**src/rtl/rf_window_sched_pkg.sv**
```systemverilog
// Shared types and constants for the RF window scheduler and related arbiters.
package rf_sched_pkg;

  typedef enum logic [1:0] {
    ST_IDLE   = 2'd0,
    ST_ACTIVE = 2'd1,
    ST_GUARD  = 2'd2
  } state_e;

  localparam int DROP_W = 16;

  // One timer serves both the window and the guard phases, so it is sized
  // for the longer of the two (at least 1 bit).
  function automatic int timer_w(input int win_cycles, input int guard_cycles);
    int m;
    m = (win_cycles > guard_cycles) ? win_cycles : guard_cycles;
    if (m < 2) m = 2;
    return $clog2(m);
  endfunction

endpackage

```
**src/rtl/rf_window_sched_rr_pick.sv**
```systemverilog
// Combinational round-robin picker: first set request bit strictly after
// the rr pointer, wrapping back to bit 0.
module rr_pick #(
  parameter  int N  = 4,
  localparam int IW = $clog2(N)
) (
  input  logic [N-1:0]  pending,
  input  logic [IW-1:0] rr,
  output logic          found,
  output logic [N-1:0]  onehot,
  output logic [IW-1:0] idx
);

  // Search the upper segment above rr first, then wrap to the lower segment.
  always_comb begin
    found = 1'b0;
    idx   = '0;
    for (int i = 0; i < N; i++) begin
      if (!found && pending[i] && (i > int'(rr))) begin
        found = 1'b1;
        idx   = IW'(i);
      end
    end
    for (int i = 0; i < N; i++) begin
      if (!found && pending[i]) begin
        found = 1'b1;
        idx   = IW'(i);
      end
    end
  end

  // Expand the winning index into a one-hot vector.
  always_comb begin
    onehot = '0;
    for (int i = 0; i < N; i++) begin
      onehot[i] = found && (IW'(i) == idx);
    end
  end

endmodule

```
**src/rtl/rf_window_sched.sv**
```systemverilog
// Round-robin scheduler sharing one timed RF activity window between NREQ
// wake-up requesters. Optional drop counter enabled by RF_WINDOW_DROP_CNT_EN.
//
// state     | meaning
// ----------+---------------------------------------------------------
// ST_IDLE   | no window open; grants the next pending requester if en
// ST_ACTIVE | window open for WIN_CYCLES clocks, grant is one-hot owner
// ST_GUARD  | enforced idle gap of GUARD_CYCLES clocks after a window
module rf_window_sched
  import rf_sched_pkg::*;
#(
  parameter  int NREQ         = 4,
  parameter  int WIN_CYCLES   = 10000,
  parameter  int GUARD_CYCLES = 16,
  localparam int IDXW         = $clog2(NREQ)
) (
  input  logic              clk,
  input  logic              rst,
  input  logic              en,
  input  logic [NREQ-1:0]   req_in,
  output logic              active,
  output logic [NREQ-1:0]   grant,
  output logic [IDXW-1:0]   grant_idx,
  output logic              win_done,
`ifdef RF_WINDOW_DROP_CNT_EN
  output logic [DROP_W-1:0] drop_cnt,
`endif
  output logic [NREQ-1:0]   pending
);

  localparam int TW = timer_w(WIN_CYCLES, GUARD_CYCLES);
  localparam logic [TW-1:0] WIN_LAST   = TW'(WIN_CYCLES - 1);
  localparam logic [TW-1:0] GUARD_LAST = TW'((GUARD_CYCLES > 0) ? GUARD_CYCLES - 1 : 0);
  localparam logic [IDXW-1:0] LAST_IDX = IDXW'(NREQ - 1);

  state_e            state_q, state_d;
  logic              active_q, active_d;
  logic [NREQ-1:0]   grant_q, grant_d;
  logic [IDXW-1:0]   grant_idx_q, grant_idx_d;
  logic [IDXW-1:0]   rr_q, rr_d;
  logic              win_done_q, win_done_d;
  logic [NREQ-1:0]   pending_q, pending_d;
  logic [TW-1:0]     timer_q, timer_d;
  logic [NREQ-1:0]   req_q, req_d;

  logic [NREQ-1:0]   evt;
  logic [NREQ-1:0]   clr;
  logic              pick_found;
  logic [NREQ-1:0]   pick_onehot;
  logic [IDXW-1:0]   pick_idx;

  assign req_d = req_in;
  assign evt   = req_in & ~req_q;

  rr_pick #(.N(NREQ)) u_pick (
    .pending (pending_q),
    .rr      (rr_q),
    .found   (pick_found),
    .onehot  (pick_onehot),
    .idx     (pick_idx)
  );

  // Next-state logic for the window FSM and the pending latch.
  always_comb begin
    state_d     = state_q;
    active_d    = active_q;
    grant_d     = grant_q;
    grant_idx_d = grant_idx_q;
    rr_d        = rr_q;
    timer_d     = timer_q;
    win_done_d  = 1'b0;
    clr         = '0;

    case (state_q)
      ST_IDLE: begin
        if (en && pick_found) begin
          state_d     = ST_ACTIVE;
          active_d    = 1'b1;
          grant_d     = pick_onehot;
          grant_idx_d = pick_idx;
          rr_d        = pick_idx;
          timer_d     = '0;
          clr         = pick_onehot;
        end
      end
      ST_ACTIVE: begin
        if (timer_q == WIN_LAST) begin
          state_d    = (GUARD_CYCLES == 0) ? ST_IDLE : ST_GUARD;
          active_d   = 1'b0;
          grant_d    = '0;
          win_done_d = 1'b1;
          timer_d    = '0;
        end else begin
          timer_d = timer_q + TW'(1);
        end
      end
      ST_GUARD: begin
        if (timer_q == GUARD_LAST) begin
          state_d = ST_IDLE;
          timer_d = '0;
        end else begin
          timer_d = timer_q + TW'(1);
        end
      end
      default: begin
        state_d  = ST_IDLE;
        active_d = 1'b0;
        grant_d  = '0;
        timer_d  = '0;
      end
    endcase

    // A fresh event beats a same-cycle grant so the re-request is not lost.
    pending_d = (pending_q & ~clr) | evt;
  end

  // Register all scheduler state; reset aborts any open window silently.
  always_ff @(posedge clk) begin
    if (rst) begin
      state_q     <= ST_IDLE;
      active_q    <= 1'b0;
      grant_q     <= '0;
      grant_idx_q <= LAST_IDX;
      rr_q        <= LAST_IDX;
      win_done_q  <= 1'b0;
      pending_q   <= '0;
      timer_q     <= '0;
      req_q       <= '0;
    end else begin
      state_q     <= state_d;
      active_q    <= active_d;
      grant_q     <= grant_d;
      grant_idx_q <= grant_idx_d;
      rr_q        <= rr_d;
      win_done_q  <= win_done_d;
      pending_q   <= pending_d;
      timer_q     <= timer_d;
      req_q       <= req_d;
    end
  end

  assign active    = active_q;
  assign grant     = grant_q;
  assign grant_idx = grant_idx_q;
  assign win_done  = win_done_q;
  assign pending   = pending_q;

`ifdef RF_WINDOW_DROP_CNT_EN
  localparam int SW = DROP_W + 1;

  logic [NREQ-1:0]   drops;
  logic [SW-1:0]     drop_sum;
  logic [DROP_W-1:0] drop_cnt_q, drop_cnt_d;

  assign drops = evt & pending_q;

  // Saturating add of this cycle's drop popcount.
  always_comb begin
    drop_sum   = {1'b0, drop_cnt_q} + SW'($countones(drops));
    drop_cnt_d = drop_sum[DROP_W] ? {DROP_W{1'b1}} : drop_sum[DROP_W-1:0];
  end

  // Drop counter register.
  always_ff @(posedge clk) begin
    if (rst) drop_cnt_q <= '0;
    else     drop_cnt_q <= drop_cnt_d;
  end

  assign drop_cnt = drop_cnt_q;
`endif

endmodule
```
**config.mk**
```make
export PLATFORM = sky130hd
export DESIGN_NAME = rf_window_sched
export DESIGN_NICKNAME = d
export VERILOG_FILES = /design/src/rtl/rf_window_sched_pkg.sv /design/src/rtl/rf_window_sched_rr_pick.sv /design/src/rtl/rf_window_sched.sv
export SDC_FILE = /design/constraint.sdc
export NUM_CORES = 1
export LEC_CHECK = 0
export CORE_ASPECT_RATIO = 1.75
export CORE_UTILIZATION = 58
export DETAILED_ROUTE_END_ITERATION = 16
export GPL_TIMING_DRIVEN = 1
export PLACE_DENSITY = 0.82
export SYNTH_ARGS = -nofsm -noshare
export SYNTH_HDL_FRONTEND = slang
export SYNTH_HIERARCHICAL = 1
export SYNTH_SLANG_ARGS = --single-unit
```
**constraint.sdc**
```tcl
create_clock -name clk -period 4.5 [get_ports clk]
set_input_delay 0.45 -clock clk [delete_from_list [all_inputs] [get_ports clk]]
set_output_delay 0.45 -clock clk [all_outputs]
set_load 0.1 [all_outputs]
```
==> results.ini <==
[run_status]
status = finished clean

[power_and_ir_drop]
total_power_mw = 0.750
internal-power_mw = 0.487
p_leak_nw = 0.671
power_frac_clock_pct = 30.1
netSwitchingFraction_pct = 35.0
seqPwrFrac_pct = 42.3
peakVddDrop_v = 0.000329
p_comb_share_pct = 27.5
powerDensity_mw_per_mm2 = 410
switching_power_mw = 0.262

[global_routing]
grt_remaining_overflow = 0
grt_pass1_wl_um = 5530
grt_use_met2_pct = 49.5
gr-usage-met1_pct = 25.3
grt_busiest_layer = met2
grt_pass1_vias = 1309
grt_usage_pct = 27.6
grt_max_degree = 20
antenna_found_initial = 0
grtUsageMet3_pct = 7.52

[yosys]
synth_cell_types = 46
synth_top_area_share_pct = 41.1
yosysSeqAreaShare_pct = 41.1
synthTopCellsByCount = dfxtp_1, nor2_1, nand2_1
synth_area_leaders = dfxtp_1, nor2_1, nor2b_1, a21oi_1, ha_1
synth_warnings = 6
syn_nets = 190
synth_cells = 179
ys_ff_latch = 32
synth_area_mm2 = 0.00156
synth_area_per_cell_um2 = 8.71
synth.most_common_cell = dfxtp_1
yosys.area.top_type = dfxtp_1
async_flop_share_pct = 0
synth_edf_count = 0
synth-main-ff-cell = dfxtp_1

[timing]
relSlewSlack_pct = 35.3
period_needed_ns = 2.46
grt_setup_unrepaired = false
finalCritPeriodShare_pct = 54.7
setup_viol = 0
tns_ns = 0
slew_viol_final = 0
fmax_mhz = 407
tightest_slew_ns = 0.967
layout_setup_ws_ns = 2.04
hold_viol = 0
finalClockSkew_ns = 0.00688

[clock_tree]
ctsHtreeMaxLevel = 2
cts_tree = built
cts_root_buf = clkbuf_8
clk_path_buf_depth = 2
cts.sinks = 32
cts.clk_slew.worst_paths_ns = 0.07
post-cts-setup-buffer-count = 0
numCtsBuffers = 5
clock_latency_ns = 0.29
cts_resized = 0
postCtsHoldBufs = 0

[floorplan]
die_y_um = 70.6
start_util_pct = 61.8
io_pins = 19
die_area_mm2 = 0.00291
rows = 24
die_w_um = 41.2
core-area_mm2 = 0.00252

[flow_run]
maxCapViolCount = 0

[final_layout]
final_nets = 208
drive_gt1_share_pct = 9.09
antenna_cells = 0
fillCellCount = 193
syn_to_final_growth_pct = 17.3
final_cell_area_mm2 = 0.00183

[placement]
placed_cell_area_mm2 = 0.00174
place_ws_ns = 2.08
io_buffers = 18
dp_hpwl_um = 2510
gp_congestion = 0.771

[setup_path]
arrival_ns = 2.01
critPathCaptureType = primary output
cp.required_ns = 4.05
crit_family = buffers and inverters
path_class = reg -> out
cpPeakStageDelay_ns = 1.20
slowest_stage = clkdlybuf4s50_1
start_kind = flip-flop
timing.critical_path.buf_inv = 1
worstPathCellList = clkdlybuf4s50_1
crit_path_max_fanout = 10

[routing]
detail-route-antenna-nets = 0
totalWireLength_um = 3530
first_iter_violations = 60
drcViolationCount = 0
vias = 1425
vias_per_cell = 6.36
detail_route.first_pass.iterations = 4
wl_per_cell_um = 15.8

[worst_hold_path]
hp-class = reg -> reg

==> cell families (layout without fill, tap and decap cells) <==
kind of cell             count (synthesis)  count (layout)  share of synthesized area (%)
XOR/XNOR                                10              10                           5.62
adder cells (fa/ha/maj)                  4               4                           3.21
multiplexers                             1               1                          0.642
flip-flops                              32              32                           41.1
AO/OA/AOI/OAI                           36              36                           18.3
buffers and inverters                   12              31                           3.53
AND/OR/NAND/NOR                         84              84                           27.6
==> worst paths after layout <==
kind | startpoint | endpoint | slack, ns | cells after the start
worst min register to register | timer_q[1] | timer_q[1] | 0.50 | 2
worst min-delay path | timer_q[1] | timer_q[1] | 0.50 | 2
worst max register to register | timer_q[5] | timer_q[8] | 2.07 | 5
worst max-delay path | rr_q[1] | grant_idx[1] | 2.04 | 1
==> power groups by stage <==
stage	clock network (mW)	logic, mW	registers (mW)
6_report	0.226	0.206	0.317
5_1_grt	0.244	0.218	0.320
4_1_cts	0.235	0.206	0.317
3_5_place_dp	0	0.204	0.323
3_3_place_gp	0	0.198	0.321
2_1_floorplan	0	0.101	0.382
==> metrics by stage <==
step / hold WS [ns] / cells / utilization [%]
floorplan: 0.457 / 179 / -
global placement: 0.466 / 216 / 68.8
detailed placement: 0.486 / 216 / 68.8
CTS: 0.499 / 224 / 72.5
global route: 0.530 / 224 / 72.5
finish: 0.497 / 224 / 72.5
==> registers in the layout (all words and copies together) (netlist names) <==
| register | count |
|---|---|
| req_q | 4 |
| grant | 4 |
| state_q | 2 |
| pending | 4 |
| win_done | 1 |
| active | 1 |
| rr_q | 2 |
| timer_q | 14 |
==> layer usage <==
metal  vias up  share of wire, %
li1        674                 -
met1       688                37
met2        46                56
met3        17               3.8
met4         0               3.4
met5         -                 0
==> cell usage in the layout (no fill, tap or decap), drive strengths merged, types with 2 or more instances in the layout <==
master	n
nand4	5
clkinv	2
nand2	13
nor2b	12
clkbuf	6
nor3	4
a22oi	2
nor3b	2
nor2	27
a32oi	4
a221oi	2
a21oi	11
a32o	2
xnor2	5
ha	4
nand2b	2
nand3	5
xor2	5
clkdlybuf4s50	18
dfxtp	32
and3	4
o21ai	2
or4	4
a211o	3
o221a	2
inv	5
==> final cells by class <==
class	instances	area (µm²)	area share, %
Inverter	5	18.8	1.03
Timing Repair Buffer	18	180	9.86
Tap cell	26	32.5	1.78
Clock inverter	2	10.0	0.548
Sequential cell	32	641	35.0
Multi-Input combinational cell	135	863	47.2
Clock buffer	6	82.6	4.52
(Power assumes the default switching activity.)
